## src/rtl/decoder_pkg.sv

```systemverilog
// Shared types and widths for the 3-to-8 strobe decoder.
package decoder_pkg;

    localparam int unsigned CODE_W   = 3;
    localparam int unsigned ONEHOT_W = 8;
    localparam int unsigned CNT_W    = 8;

    typedef enum logic [1:0] {
        StIdle,
        StHold,
        StGap
    } state_e;

    function automatic logic [ONEHOT_W-1:0] decode_onehot(input logic [CODE_W-1:0] code);
        logic [ONEHOT_W-1:0] oh;
        oh       = '0;
        oh[code] = 1'b1;
        return oh;
    endfunction

endpackage

```

## src/rtl/dec_hold_counter.sv

```systemverilog
// Hold-time down-counter: load, decrement toward zero (saturating), zero detect.
module dec_hold_counter
    import decoder_pkg::*;
(
    input  logic             clk,
    input  logic             rst,
    input  logic             load,
    input  logic [CNT_W-1:0] load_val,
    output logic             zero
);

    logic [CNT_W-1:0] cnt_q, cnt_d;

    always_comb begin
        cnt_d = cnt_q;
        if (load) begin
            cnt_d = load_val;
        end else if (cnt_q != '0) begin
            cnt_d = cnt_q - 1'b1;
        end
    end

    always_ff @(posedge clk) begin
        if (rst) begin
            cnt_q <= '0;
        end else begin
            cnt_q <= cnt_d;
        end
    end

    assign zero = (cnt_q == '0);

endmodule

```

## src/rtl/decoder_3to8_strobe.sv

```systemverilog
// 3-to-8 one-hot strobe decoder holding each output for HOLD_CYCLES cycles.
// Define DECODER_BREAK_BEFORE_MAKE_EN to insert a gap cycle between strobes.
module decoder_3to8_strobe
    import decoder_pkg::*;
#(
    parameter int unsigned HOLD_CYCLES = 4
) (
    input  logic                clk,
    input  logic                rst,
    input  logic                in_valid,
    output logic                in_ready,
    input  logic [CODE_W-1:0]   in3,
    output logic [ONEHOT_W-1:0] out8,
    output logic                busy,
    output logic                done
);

    localparam logic [CNT_W-1:0] LoadVal = CNT_W'(HOLD_CYCLES - 1);

    state_e              state_q, state_d;
    logic [CODE_W-1:0]   code_q, code_d;
    logic [ONEHOT_W-1:0] out8_q, out8_d;
    logic                cnt_zero;
    logic                accept;

    dec_hold_counter u_hold_counter (
        .clk      (clk),
        .rst      (rst),
        .load     (accept),
        .load_val (LoadVal),
        .zero     (cnt_zero)
    );

    always_comb begin
        in_ready = 1'b0;
        case (state_q)
            StIdle:  in_ready = 1'b1;
`ifndef DECODER_BREAK_BEFORE_MAKE_EN
            StHold:  in_ready = cnt_zero;
`endif
            default: in_ready = 1'b0;
        endcase
        if (rst) begin
            in_ready = 1'b0;
        end
    end

    assign accept = in_valid & in_ready;

    // out8 is registered from the decode of the code being captured, giving latency 1.
    always_comb begin
        state_d = state_q;
        code_d  = code_q;
        out8_d  = out8_q;
        if (accept) begin
            state_d = StHold;
            code_d  = in3;
            out8_d  = decode_onehot(code_d);
        end else begin
            case (state_q)
                StHold: begin
                    if (cnt_zero) begin
`ifdef DECODER_BREAK_BEFORE_MAKE_EN
                        state_d = StGap;
`else
                        state_d = StIdle;
`endif
                        out8_d  = '0;
                    end
                end
                StGap: begin
                    state_d = StIdle;
                    out8_d  = '0;
                end
                default: begin
                    out8_d = '0;
                end
            endcase
        end
    end

    always_ff @(posedge clk) begin
        if (rst) begin
            state_q <= StIdle;
            code_q  <= '0;
            out8_q  <= '0;
        end else begin
            state_q <= state_d;
            code_q  <= code_d;
            out8_q  <= out8_d;
        end
    end

    assign out8 = out8_q;
    assign busy = (state_q != StIdle);
    assign done = (state_q == StHold) && cnt_zero && !rst;

endmodule
```

## config.mk

```make
export PLATFORM = sky130hd
export DESIGN_NAME = decoder_3to8_strobe
export DESIGN_NICKNAME = d
export VERILOG_FILES = /design/src/rtl/decoder_pkg.sv /design/src/rtl/dec_hold_counter.sv /design/src/rtl/decoder_3to8_strobe.sv
export SDC_FILE = /design/constraint.sdc
export NUM_CORES = 1
export LEC_CHECK = 0
export ABC_AREA = 1
export BUFFER_PORTS_ARGS = -buffer_cell sky130_fd_sc_hd__buf_2
export CAP_MARGIN = 10
export CORE_AREA = 2 2 47 58
export CTS_BUF_LIST = sky130_fd_sc_hd__clkbuf_8
export DETAILED_ROUTE_END_ITERATION = 16
export DIE_AREA = 0 0 49 60
export PLACE_DENSITY = 0.66
export SLEW_MARGIN = 25
export SYNTH_ARGS = -nofsm -noshare
export SYNTH_HDL_FRONTEND = slang
export SYNTH_HIERARCHICAL = 1
export SYNTH_SLANG_ARGS = --single-unit
```

## constraint.sdc

```tcl
create_clock -name clk -period 1.9 [get_ports clk]
set_input_delay 0.19 -clock clk [delete_from_list [all_inputs] [get_ports clk]]
set_output_delay 0.19 -clock clk [all_outputs]
set_load 0.05 [all_outputs]
```

* Word-level counts from Yosys, hierarchy flattened *
Index checks and enable logic that the tools add are counted.

operators by class
  add/subtract/negate cells = 1
  $lt $le $gt $ge = 2
  eq/ne operators = 4
  multiplexer cells = 12
  bitwise gates (word level) = 1
  reductions and logical operators = 14

operators by type and width
  operator                                                                             number
  8-bit two-way mux                                                                    3
  8-bit logical NOT                                                                    1
  8-bit nonzero test                                                                   1
  8-bit by 1-bit subtractor with 8-bit output, second input constant                   1
  2-bit two-way mux                                                                    3
  2-bit nonzero test                                                                   3
  3-bit by 4-bit less-than comparator with 1-bit output, second input constant         1
  2-bit one-hot mux with 2 select lines                                                1
  2-bit AND reduction                                                                  2
  1-bit demux with 3-bit select                                                        1
  3-bit by 1-bit greater-or-equal comparator with 1-bit output, second input constant  1
  1-bit logical AND                                                                    3
  1-bit two-way mux                                                                    3
  3-bit inequality test, second input constant                                         1
  3-bit nonzero test                                                                   1
  2-bit by 1-bit == test with 1-bit output, second input constant                      1
  2-bit == test, second input constant                                                 1
  2-bit logical NOT                                                                    1
  2-bit inequality test, second input constant                                         1
  1-bit one-hot mux with 2 select lines                                                1
  2-bit OR reduction                                                                   1
  1-bit AND                                                                            1
  1-bit logical NOT                                                                    1

word-level totals
  bits in registers = 18
  output and inout bits = 11
  logic and storage cells = 39

* Logic depth before layout (Yosys ltp) *
  depth after elaboration = 6
  depth in mapped cells = 14
  gate-level depth less buffers = 13

* By module *
The synthesis kept the hierarchy.

modules (own cells, without submodules)
  module               instances  cells an instance  area an instance (µm²)  seq. area each (µm²)
  dec_hold_counter     1          70                 473.0                   160.2
  decoder_3to8_strobe  1          72                 452.9                   180.2

* Least setup slack after synthesis *
Ideal clock, no wire load.

  kind = register to output
  start point = register u_hold_counter.cnt_q[0]
  end point = output in_ready
  arrival = 1.737 ns
  slack = -0.027 ns
  stages on the path, launching flop included = 7
  buffers on the path = 0
  cells stage by stage = dfxtp_1 inv_1 ha_1 nand2_2 nor2_8 inv_1 a21oi_1

on the way
  cells in the longest elaborated chain, start to end = 3

RTL lines
  item                                   line                       source
  from (decl)                            dec_hold_counter.sv:12     logic [CNT_W-1:0] cnt_q, cnt_d;
  from (signal assigned)                 dec_hold_counter.sv:27     cnt_q <= cnt_d;
  8-bit logical NOT                      dec_hold_counter.sv:31     assign zero = (cnt_q == '0);
  via cnt_zero                           decoder_3to8_strobe.sv:23  logic cnt_zero;
  1-bit one-hot mux with 2 select lines  decoder_3to8_strobe.sv:36  case (state_q)
  1-bit two-way mux                      decoder_3to8_strobe.sv:43  if (rst) begin
  to (decl)                              decoder_3to8_strobe.sv:11  output logic in_ready,

The timed path passes the listed nets, and every way through them passes these cells.

* Worst setup path after layout *
Ends and elaborated chain as after synthesis.

==> metrics <==
status=completed; Wirelength per Cell=between 9 and 10 um; Seq. cell area=~340 um^2; mapped cell area=slightly above 900 um^2; crit-path max FO=6; largest stage delay on the critical path=between 0.3 and 0.4 ns; Total Neg Setup Slack=0 ns; clock-pin slew on the worst setup and hold paths=0.07 ns; hold crit path type=input pin to register; Arrival @ worst endpoint=about 1.6 ns; initial antenna violation count=0; switching pwr=between 0.6 and 0.7 mW; max cap viols=0; Logic pwr share=between 40% and 50%; layout cells sized above 1=between 20% and 30%; Initial Utilization=a little under two fifths; hpwl dp=1520 um; Clock Skew=~0.0058 ns; Yosys reg bits=17; Area after DPL=1090 um^2; cell row count=20; later-pin clock latency in the skew report=around 0.25 ns; FILL cells=~270; crit-path cells=inv_2 > ha_2 > nand2_2 > nor2_8 > inv_1 > a21oi_2 > buf_4; Final WS setup=around 0.10 ns; RSZ-0062 raised after global routing=false; Layout area overhead=23.0%; pin count of the biggest net entering global routing=18; cell family with the largest share of critical-path delay=buffers and inverters; clk root buf=clkbuf_8; Fmax=between 500 and 600 MHz; Net count, final=177; syn avg cell area=6.52 um^2; Vias/cell=4.51; Placer Congestion=around 0.85; Synth cell types=23; DRC violations left=0; first-pass GRT wire length=approximately 3200 um; quantity of I/O buffers inserted on ports=16; synth warn=6; Core Region=around 2400 um^2; n_diodes=0; Via Count=between 900 and 1000; synthesized netlist cell count=approximately 140; LEAKAGE=around 0.52 nW; Total GRT Usage=~14%; top cell type's share of synthesized area=between 30% and 40%; minimum clock period=approximately 1.8 ns; Pwr per Cell Area=between 1000 and 1500 nW/um^2; final setup fails=0; area taken by multi-input logic gates=between 500 and 600 um^2; overall power=~1.5 mW; Sink Count=17; Crit Path Class=register to output pin; final worst-path cycle share=around 95%; Starting DRT DRC Count=16; Yosys top cell by area=dfxtp_1; Finished Core Util=a little under half; Pint=roughly 0.85 mW; crit path buf inv count=3; CTS tree=yes; Peak VDD IR=~0.58 mV; Die W=49 um; Num CTS Buffers=3; register area share after synthesis=36.8%; aggregate routed wire length=around 1900 um; Bufs on Longest Clock Path=2; top cells by area, synth=dfxtp_1 37%, nor2_1 18%, inv_1 7.7%; Setup Fix Bufs, Post-CTS=0; CP required=1.71 ns; type of element capturing the critical path=output pin; die area=around 3000 um^2; Congestion Overflow GR=0; Final Hold Viols=0; post-route ant nets=0; sequential share of power=between 30% and 40%; total iterations of the first detailed-routing run=4; Sw Ratio=a little over two fifths; Ports=17; DP Worst Slack=around 0.023 ns; Clk network pwr share=approximately 18%; vias in the first global route=approximately 830; Worst path slowest cell=dfxtp_1; CTS HTree Levels=1; Setup crit start kind=register; DIE HEIGHT=about 60 um; design area=approximately 1100 um^2; max-slew violation count=0
## per-stage QoR
stage | hold slack (ns) | cells
global route | 0.322 | 202
CTS | 0.303 | 202
detailed placement | 0.490 | 198
global placement | 0.491 | 198
finish | 0.299 | 202
floorplan | 0.259 | 148
## path summary, 6_finish.rpt
| kind | from | endpoint | slack [ns] | depth (start not counted) |
|---|---|---|---|---|
| hold reg to reg | u_hold_counter/cnt_q[0]$_SDFFE_PP0P_ | u_hold_counter/cnt_q[0]$_SDFFE_PP0P_ | 0.51 | 2 |
| hold / removal | rst | out8[7]$_SDFFE_PP0P_ | 0.30 | 2 |
| setup / recovery | u_hold_counter/cnt_q[0]$_SDFFE_PP0P_ | in_ready | 0.10 | 7 |
| setup reg to reg | u_hold_counter/cnt_q[0]$_SDFFE_PP0P_ | u_hold_counter/cnt_q[1]$_SDFFE_PP0P_ | 0.15 | 13 |
## Yosys cell counts, drive strengths merged
| library cell | n |
|---|---|
| a21oi | 6 |
| buf | 1 |
| clkbuf | 1 |
| conb | 2 |
| dfxtp | 17 |
| ha | 1 |
| inv | 21 |
| nand2 | 16 |
| nand3 | 13 |
| nand4 | 1 |
| nor2 | 49 |
| nor3 | 4 |
| o211ai | 1 |
| o21ai | 6 |
| xnor2 | 2 |
| xor2 | 1 |
## per-layer routing
layer	GRT usage (%)	vias up	routed length [um]
li1	-	483	-
met1	14.1	404	771
met2	28.2	19	996
met3	3.00	6	74
met4	6.12	0	44
met5	0	-	0
## power by group through the flow
stage          combinational (mW)  clock [mW]  sequential (mW)
2_1_floorplan               0.559           0            0.521
3_3_place_gp                0.690           0            0.523
3_5_place_dp                0.709           0            0.524
4_1_cts                     0.714       0.275            0.517
5_1_grt                     0.794       0.284            0.526
6_report                    0.719       0.265            0.518
## cell usage in the layout, fill, tap and decap left out
master / instances
nor3_1: 4
inv_1: 17
nor2_2: 3
nand4_1: 1
nand2_1: 13
clkbuf_8: 3
o21ai_1: 3
conb_1: 8
inv_2: 4
clkinv_2: 1
buf_4: 4
xor2_1: 1
buf_2: 15
nor2_1: 45
nand2_2: 2
nand2_4: 1
o21ai_0: 3
nor2_8: 1
o211ai_1: 1
nand3_4: 1
a21oi_2: 1
xnor2_1: 2
ha_2: 1
dfxtp_1: 17
nand3_1: 12
a21oi_1: 5
## cell type report
cell class / instances / area share, %
tap: 33 / 3.63
clock buffer: 3 / 3.63
timing repair buffer: 19 / 9.23
clock inverter: 1 / 0.440
inverter: 21 / 6.92
sequential: 17 / 29.9
multi-input combinational: 108 / 46.3
## registers in the layout (all words and copies together) (netlist names)
| signal | flops |
|---|---|
| out8 | 8 |
| state_q | 1 |
| u_hold_counter/cnt_q | 8 |
## logic make-up (layout without fill, tap and decap cells)
kind of cell | count (synthesis) | after routing | share of synthesized area (%)
xor gates and xnor gates | 3 | 3 | 2.84
AOI/OAI and AO/OA | 13 | 13 | 7.30
adders and majority gates | 1 | 1 | 1.35
buffers and inverters | 23 | 44 | 9.46
DFF | 17 | 17 | 36.8
and+or+nand+nor | 83 | 83 | 41.5
other | 2 | 8 | 0.811
## what timing repair did
item,4_1_cts,5_1_grt
cloned,0,0
endpoints found under the setup margin,2,6
hold buffers,0,0
endpoints found under the hold margin,0,0
resized for setup,2,2
Note: power is estimated with default switching activity, not from simulation.
